File: src/rtl/video_pkg.sv
`default_nettype none
// ============================================================================
// Module      : video_pkg
// Description : Shared mode encodings, lock-FSM states and counter widths
//               for the video lock controller.
// Revision    : 1.0 - initial release
// ============================================================================
package video_pkg;

    localparam logic [1:0] MODE_NTSC    = 2'd0;
    localparam logic [1:0] MODE_PAL     = 2'd1;
    localparam logic [1:0] MODE_UNKNOWN = 2'd3;

    localparam int HCNT_W = 13;
    localparam int VCNT_W = 10;

    typedef enum logic [1:0] {
        SEARCH  = 2'd0,
        MEASURE = 2'd1,
        ARM     = 2'd2,
        LOCKED  = 2'd3
    } lock_state_t;

endpackage
`default_nettype wire

File: src/rtl/video_timing_meter.sv
`default_nettype none
// ============================================================================
// Module      : video_timing_meter
// Description : Registers core sync/de, detects line and frame starts and
//               measures clocks per line and lines per frame.
// Revision    : 1.0 - initial release
// ============================================================================
module video_timing_meter
    import video_pkg::*;
(
    input  logic              clk,
    input  logic              reset,
    input  logic              hs,
    input  logic              vs,
    input  logic              de,
    output logic              ls,
    output logic              fs,
    output logic [HCNT_W-1:0] hcnt,
    output logic [VCNT_W-1:0] vcnt,
    output logic [HCNT_W-1:0] htotal,
    output logic [VCNT_W-1:0] vtotal,
    output logic              de_d
);

    logic              r_hs_d;
    logic              r_vs_s;
    logic              r_de_d;
    logic [HCNT_W-1:0] r_hcnt;
    logic [VCNT_W-1:0] r_vcnt;
    logic [HCNT_W-1:0] r_htotal;
    logic [VCNT_W-1:0] r_vtotal;
    logic              w_ls;
    logic              w_fs;
    logic [HCNT_W-1:0] w_hcnt_inc;
    logic [VCNT_W-1:0] w_vcnt_inc;

    // Syncs idle high, so the history registers reset inactive.
    assign w_ls       = r_hs_d & ~hs;
    assign w_fs       = w_ls & r_vs_s & ~vs;
    assign w_hcnt_inc = (r_hcnt == '1) ? r_hcnt : r_hcnt + HCNT_W'(1);
    assign w_vcnt_inc = (r_vcnt == '1) ? r_vcnt : r_vcnt + VCNT_W'(1);

    always_ff @(posedge clk) begin
        if (reset) begin
            r_hs_d   <= 1'b1;
            r_vs_s   <= 1'b1;
            r_de_d   <= 1'b0;
            r_hcnt   <= '0;
            r_vcnt   <= '0;
            r_htotal <= '0;
            r_vtotal <= '0;
        end else begin
            r_hs_d <= hs;
            r_de_d <= de;
            if (w_ls) begin
                r_vs_s   <= vs;
                r_hcnt   <= '0;
                r_htotal <= w_hcnt_inc;
            end else begin
                r_hcnt <= w_hcnt_inc;
            end
            if (w_fs) begin
                r_vcnt   <= '0;
                r_vtotal <= w_vcnt_inc;
            end else if (w_ls) begin
                r_vcnt <= w_vcnt_inc;
            end
        end
    end

    assign ls     = w_ls;
    assign fs     = w_fs;
    assign hcnt   = r_hcnt;
    assign vcnt   = r_vcnt;
    assign htotal = r_htotal;
    assign vtotal = r_vtotal;
    assign de_d   = r_de_d;

endmodule
`default_nettype wire

File: src/rtl/video_lock_ctrl.sv
`default_nettype none
// ============================================================================
// Module      : video_lock_ctrl
// Description : Qualifies core video timing as PAL/NTSC and issues a single
//               counter reset to the HDMI generator, then supervises lock.
// Revision    : 1.0 - initial release
// ============================================================================
module video_lock_ctrl
    import video_pkg::*;
#(
    parameter int PAL_HTOTAL  = 864,
    parameter int PAL_VTOTAL  = 625,
    parameter int NTSC_HTOTAL = 858,
    parameter int NTSC_VTOTAL = 525,
    parameter int H_OFFSET    = 68,
    parameter int V_OFFSET    = 39,
    parameter int LOCK_FRAMES = 3,
    parameter int LOSS_FRAMES = 2
) (
    input  logic              clk,
    input  logic              reset,
    input  logic              hs,
    input  logic              vs,
    input  logic              de,
    output logic              vreset,
    output logic              locked,
    output logic [1:0]        mode,
    output logic [HCNT_W-1:0] htotal,
    output logic [VCNT_W-1:0] vtotal
);

    // Totals loaded at a frame start equal the count plus one.
    localparam logic [HCNT_W-1:0] c_pal_h  = HCNT_W'(PAL_HTOTAL - 1);
    localparam logic [VCNT_W-1:0] c_pal_v  = VCNT_W'(PAL_VTOTAL - 1);
    localparam logic [HCNT_W-1:0] c_ntsc_h = HCNT_W'(NTSC_HTOTAL - 1);
    localparam logic [VCNT_W-1:0] c_ntsc_v = VCNT_W'(NTSC_VTOTAL - 1);
    localparam logic [HCNT_W-1:0] c_h_off  = HCNT_W'(H_OFFSET);
    localparam logic [VCNT_W-1:0] c_v_off  = VCNT_W'(V_OFFSET);
    localparam logic [2:0]        c_lock_n = 3'(LOCK_FRAMES);
    localparam logic [2:0]        c_loss_n = 3'(LOSS_FRAMES);

    logic              w_ls;
    logic              w_fs;
    logic              w_frame;
    logic [HCNT_W-1:0] w_hcnt;
    logic [VCNT_W-1:0] w_vcnt;
    logic              w_de_d;
    logic [1:0]        w_class;
    logic              w_match;
    logic [2:0]        w_stable_inc;
    logic [2:0]        w_bad_inc;

    lock_state_t r_state;
    lock_state_t w_state_nxt;
    logic [1:0]  r_cand,   w_cand_nxt;
    logic [2:0]  r_stable, w_stable_nxt;
    logic [2:0]  r_bad,    w_bad_nxt;
    logic [1:0]  r_mode,   w_mode_nxt;
    logic        r_vreset, w_vreset_nxt;
    logic        r_vt_valid;

    video_timing_meter u_meter (
        .clk    (clk),
        .reset  (reset),
        .hs     (hs),
        .vs     (vs),
        .de     (de),
        .ls     (w_ls),
        .fs     (w_fs),
        .hcnt   (w_hcnt),
        .vcnt   (w_vcnt),
        .htotal (htotal),
        .vtotal (vtotal),
        .de_d   (w_de_d)
    );

    assign w_frame      = w_ls & w_fs;
    assign w_match      = (w_hcnt == c_h_off) && (w_vcnt == c_v_off);
    assign w_stable_inc = (r_stable == 3'd7) ? r_stable : r_stable + 3'd1;
    assign w_bad_inc    = (r_bad == 3'd7) ? r_bad : r_bad + 3'd1;

    // The first frame start after reset closes a frame of unknown length.
    always_comb begin
        w_class = MODE_UNKNOWN;
        if (r_vt_valid) begin
            if (w_hcnt == c_pal_h && w_vcnt == c_pal_v) begin
                w_class = MODE_PAL;
            end else if (w_hcnt == c_ntsc_h && w_vcnt == c_ntsc_v) begin
                w_class = MODE_NTSC;
            end
        end
    end

    always_ff @(posedge clk) begin
        if (reset) begin
            r_state    <= SEARCH;
            r_cand     <= MODE_UNKNOWN;
            r_stable   <= 3'd0;
            r_bad      <= 3'd0;
            r_mode     <= MODE_UNKNOWN;
            r_vreset   <= 1'b0;
            r_vt_valid <= 1'b0;
        end else begin
            r_state  <= w_state_nxt;
            r_cand   <= w_cand_nxt;
            r_stable <= w_stable_nxt;
            r_bad    <= w_bad_nxt;
            r_mode   <= w_mode_nxt;
            r_vreset <= w_vreset_nxt;
            if (w_frame) begin
                r_vt_valid <= 1'b1;
            end
        end
    end

    always_comb begin
        w_state_nxt  = r_state;
        w_cand_nxt   = r_cand;
        w_stable_nxt = r_stable;
        w_bad_nxt    = r_bad;
        w_mode_nxt   = r_mode;
        w_vreset_nxt = 1'b0;
        case (r_state)
            SEARCH: begin
                if (w_frame) begin
                    if (w_class != MODE_UNKNOWN) begin
                        w_cand_nxt   = w_class;
                        w_stable_nxt = 3'd1;
                        if (c_lock_n == 3'd1) begin
                            w_state_nxt = ARM;
                            w_mode_nxt  = w_class;
                        end else begin
                            w_state_nxt = MEASURE;
                        end
                    end else begin
                        w_stable_nxt = 3'd0;
                    end
                end
            end
            MEASURE: begin
                if (w_frame) begin
                    if (w_class == r_cand) begin
                        w_stable_nxt = w_stable_inc;
                        if (w_stable_inc == c_lock_n) begin
                            w_state_nxt = ARM;
                            w_mode_nxt  = r_cand;
                        end
                    end else begin
                        w_state_nxt  = SEARCH;
                        w_stable_nxt = 3'd0;
                    end
                end
            end
            ARM: begin
                if (w_frame && w_class != r_mode) begin
                    w_state_nxt  = SEARCH;
                    w_stable_nxt = 3'd0;
                    w_mode_nxt   = MODE_UNKNOWN;
                end else if (w_match && w_de_d) begin
                    w_state_nxt  = LOCKED;
                    w_vreset_nxt = 1'b1;
                    w_bad_nxt    = 3'd0;
                end
            end
            LOCKED: begin
                if (w_frame) begin
                    if (w_class == r_mode) begin
                        w_bad_nxt = 3'd0;
                    end else if (w_bad_inc == c_loss_n) begin
                        w_state_nxt  = SEARCH;
                        w_bad_nxt    = 3'd0;
                        w_stable_nxt = 3'd0;
                        w_mode_nxt   = MODE_UNKNOWN;
                    end else begin
                        w_bad_nxt = w_bad_inc;
                    end
                end
            end
            default: w_state_nxt = SEARCH;
        endcase
    end

    always_comb begin
        vreset = r_vreset;
        locked = (r_state == LOCKED);
        mode   = r_mode;
    end

endmodule
`default_nettype wire

File: config.mk
export PLATFORM = sky130hd
export DESIGN_NAME = video_lock_ctrl
export DESIGN_NICKNAME = d
export VERILOG_FILES = /design/src/rtl/video_pkg.sv /design/src/rtl/video_timing_meter.sv /design/src/rtl/video_lock_ctrl.sv
export SDC_FILE = /design/constraint.sdc
export NUM_CORES = 1
export LEC_CHECK = 0
export BUFFER_PORTS_ARGS = -buffer_cell sky130_fd_sc_hd__buf_2
export CAP_MARGIN = 20
export CORE_ASPECT_RATIO = 1.2
export CORE_MARGIN = 2
export CORE_UTILIZATION = 53
export CTS_CLUSTER_DIAMETER = 30
export DETAILED_ROUTE_END_ITERATION = 8
export PLACE_DENSITY_LB_ADDON = 0.2
export SYNTH_ARGS = -nofsm -noshare
export SYNTH_HDL_FRONTEND = slang
export SYNTH_SLANG_ARGS = --single-unit
File: constraint.sdc
create_clock -name clk -period 2.4 [get_ports clk]
set_input_delay 0.36 -clock clk [delete_from_list [all_inputs] [get_ports clk]]
set_output_delay 0.36 -clock clk [all_outputs]
set_load 0.1 [all_outputs]
==> flow_summary.json <==
{
  "finalClockSkew_ps": 9.94,
  "synth.area.top_cells": "dfxtp_1, nor2_1, nand2_1",
  "cp-end-kind": "flop",
  "hold_viol_final": 0,
  "fin_util_pct": 67.8,
  "min-delay-path-class": "in2reg",
  "drc": 0,
  "cp_top_family": "simple AND/OR/NAND/NOR gates",
  "syn_inst": 374,
  "grt_pass1_wl_um": 12300,
  "ys_ff_latch": 63,
  "status": "finished, violations left",
  "worst_pin_slew_ps": 758,
  "clk_path_buf_depth": 2,
  "root_buffer": "clkbuf_8",
  "required_ps": 2630,
  "syn_nets": 386,
  "io_pins": 32,
  "violations": "setup timing",
  "cts_hold_buf": 0,
  "coreArea_mm2": 0.00563,
  "num_rows": 30,
  "maxCapViolCount": 0,
  "r2r_slack_ps": -30,
  "seq_area_frac_synth_pct": 41.0,
  "path_common_cell": "or4_4",
  "die_area_mm2": 0.00644,
  "vdd_drop_max_mv": 0.440,
  "crit_slowest_cell": "or4_4",
  "finalWorstSetupSlack_ps": -34.0,
  "drt_iter0_drc": 282,
  "rsz0062_at_grt": "true",
  "yosys_warnings": 0,
  "grt_antenna_before_repair": 0,
  "routed_wl_um": 7410,
  "crit_buf_inv": 0,
  "diodes": 0,
  "syn_area_mm2": 0.00308,
  "ys_types": 55,
  "clock_sinks": 63,
  "final_max_slew_viol_count": 0,
  "register_area_mm2": 0.00126,
  "port_buffers": 31,
  "powerDensity_mw_per_mm2": 621,
  "relSlewSlack_pct": 49.3,
  "grt_max_degree": 24,
  "cp-start-kind": "flop",
  "whs_ps": 232,
  "finalNetCount": 447,
  "critPathMaxFanout": 6,
  "worstSkewPairLatency_ps": 350,
  "multi_input_area_mm2": 0.00176,
  "firstDrtPassIters": 4,
  "wl_per_cell_um": 14.7,
  "h-tree-depth": 3,
  "crit_chain": "or4_4 > or4_4 > o21bai_4 > a31o_4 > a32o_1 > o31a_1",
  "yosysTopAreaCellShare_pct": 41.0,
  "leakage_nw": 1.47,
  "drive_above_1_share_pct": 22.0,
  "grt-ovfl-total": 0,
  "vias_per_cell": 5.74,
  "die-height_um": 87.5,
  "critPathMaxStageDelay_ps": 530,
  "period_needed_ps": 2430,
  "setup_viol": 2,
  "synth_enable_flop_cells": 0,
  "area_growth_pct": 24.0,
  "crit_type": "reg2reg",
  "synth_async_sr_flop_share_pct": 0,
  "fin_total_pwr_mw": 2.37,
  "dpl.hpwl_um": 5280,
  "max_freq_mhz": 411,
  "fp.dieW_um": 73.6,
  "cts_tree": "yes",
  "place_ws_ps": -53.8,
  "detail-route-antenna-nets": 0,
  "synth_top_area_cell": "dfxtp_1",
  "cts_buffers": 9,
  "place_congestion": 0.850,
  "yosysMostFrequentCell": "dfxtp_1",
  "synth_area_per_cell_um2": 8.23,
  "cp.arrival_ps": 2670,
  "via_count": 2892,
  "cts.clk_slew.worst_paths_ps": 70,
  "synthFlopType": "dfxtp_1",
  "grt_pass1_vias": 2602,
  "grt_util_all_layers_pct": 24.8,
  "start_util_pct": 54.7,
  "fin_crit_sh_pct": 101,
  "ys_top_cells_by_count": "dfxtp_1, nor2_1, nand2_1",
  "fillCellCount": 464
}
cells in the final DEF, fill, tap and decap left out, types with 11 or more instances in the layout:
| cell type | n |
|---|---|
| buf_2 | 31 |
| nand2_1 | 43 |
| nand2b_1 | 11 |
| buf_4 | 36 |
| dfxtp_1 | 62 |
| nor2_1 | 50 |
| nand3_1 | 12 |
| a21oi_1 | 15 |
| o21ai_0 | 27 |
timing repair:
item	CTS	global route
setup buffers	1	0
pin swaps	1	1
endpoints found under the setup margin	8	12
resized for setup	2	5
flip-flops by register name (all words and copies together), names as in the netlist:
| signal | flops |
|---|---|
| u_meter.hcnt | 13 |
| u_meter.htotal | 13 |
| u_meter.vcnt | 10 |
| u_meter.vtotal | 10 |
| r_bad | 3 |
| r_stable | 3 |
| mode | 2 |
| r_cand | 2 |
| r_state | 2 |
| r_vt_valid | 1 |
| u_meter.de_d | 1 |
| u_meter.r_hs_d | 1 |
| u_meter.r_vs_s | 1 |
| vreset | 1 |
worst paths after layout:
path	depth (start not counted)	end	startpoint
setup / recovery	6	mode[0]$_SDFFE_PP1P_	u_meter.hcnt[5]$_SDFF_PP0_
hold reg to reg	2	u_meter.vtotal[4]$_SDFFE_PP0P_	u_meter.vtotal[4]$_SDFFE_PP0P_
setup reg to reg	6	mode[0]$_SDFFE_PP1P_	u_meter.hcnt[5]$_SDFF_PP0_
hold / removal	2	u_meter.de_d$_SDFF_PP0_	de
routing by layer:
layer	wire [um]	GRT usage (%)
met1	3260	32.0
met4	127	8.93
met2	3690	40.5
met3	334	5.21
met5	0	0
layout make-up:
type	count	share of cell area, %
multi-input cells	284	46.1
flip-flops and latches	63	33.1
repair buffers	67	11.1
clock buffers	10	3.60
clock inverters	6	3.01
well taps	64	2.10
inverters	10	0.983
cells by family (layout without fill, tap and decap cells):
kind of cell	count (synthesis)	count (layout)	synth area share (%)
AOI/OAI and AO/OA	76	76	16.3
xor gates and xnor gates	19	19	5.40
adders and majority gates	7	7	2.84
buffers and inverters	27	93	3.29
DFF	63	63	41.0
muxes	4	4	1.30
and+or+nand+nor	178	178	29.9
per-stage QoR:
stage | instances | area [um2] | TNS (ps)
4_1_cts | 504 | 3790 | -47.3
6_report | 504 | 3820 | -51.1
3_5_place_dp | 487 | 3520 | -273
3_3_place_gp | 487 | 3520 | -3.63
2_1_floorplan | 374 | 3090 | 0
5_1_grt | 504 | 3820 | -579
where the power goes:
group / switching [mW] / internal, mW / total [mW]
Clock: 0.433 / 0.725 / 1.16
Combinational: 0.105 / 0.0422 / 0.147
Sequential: 0.00838 / 1.06 / 1.07
(Power assumes the default switching activity.)
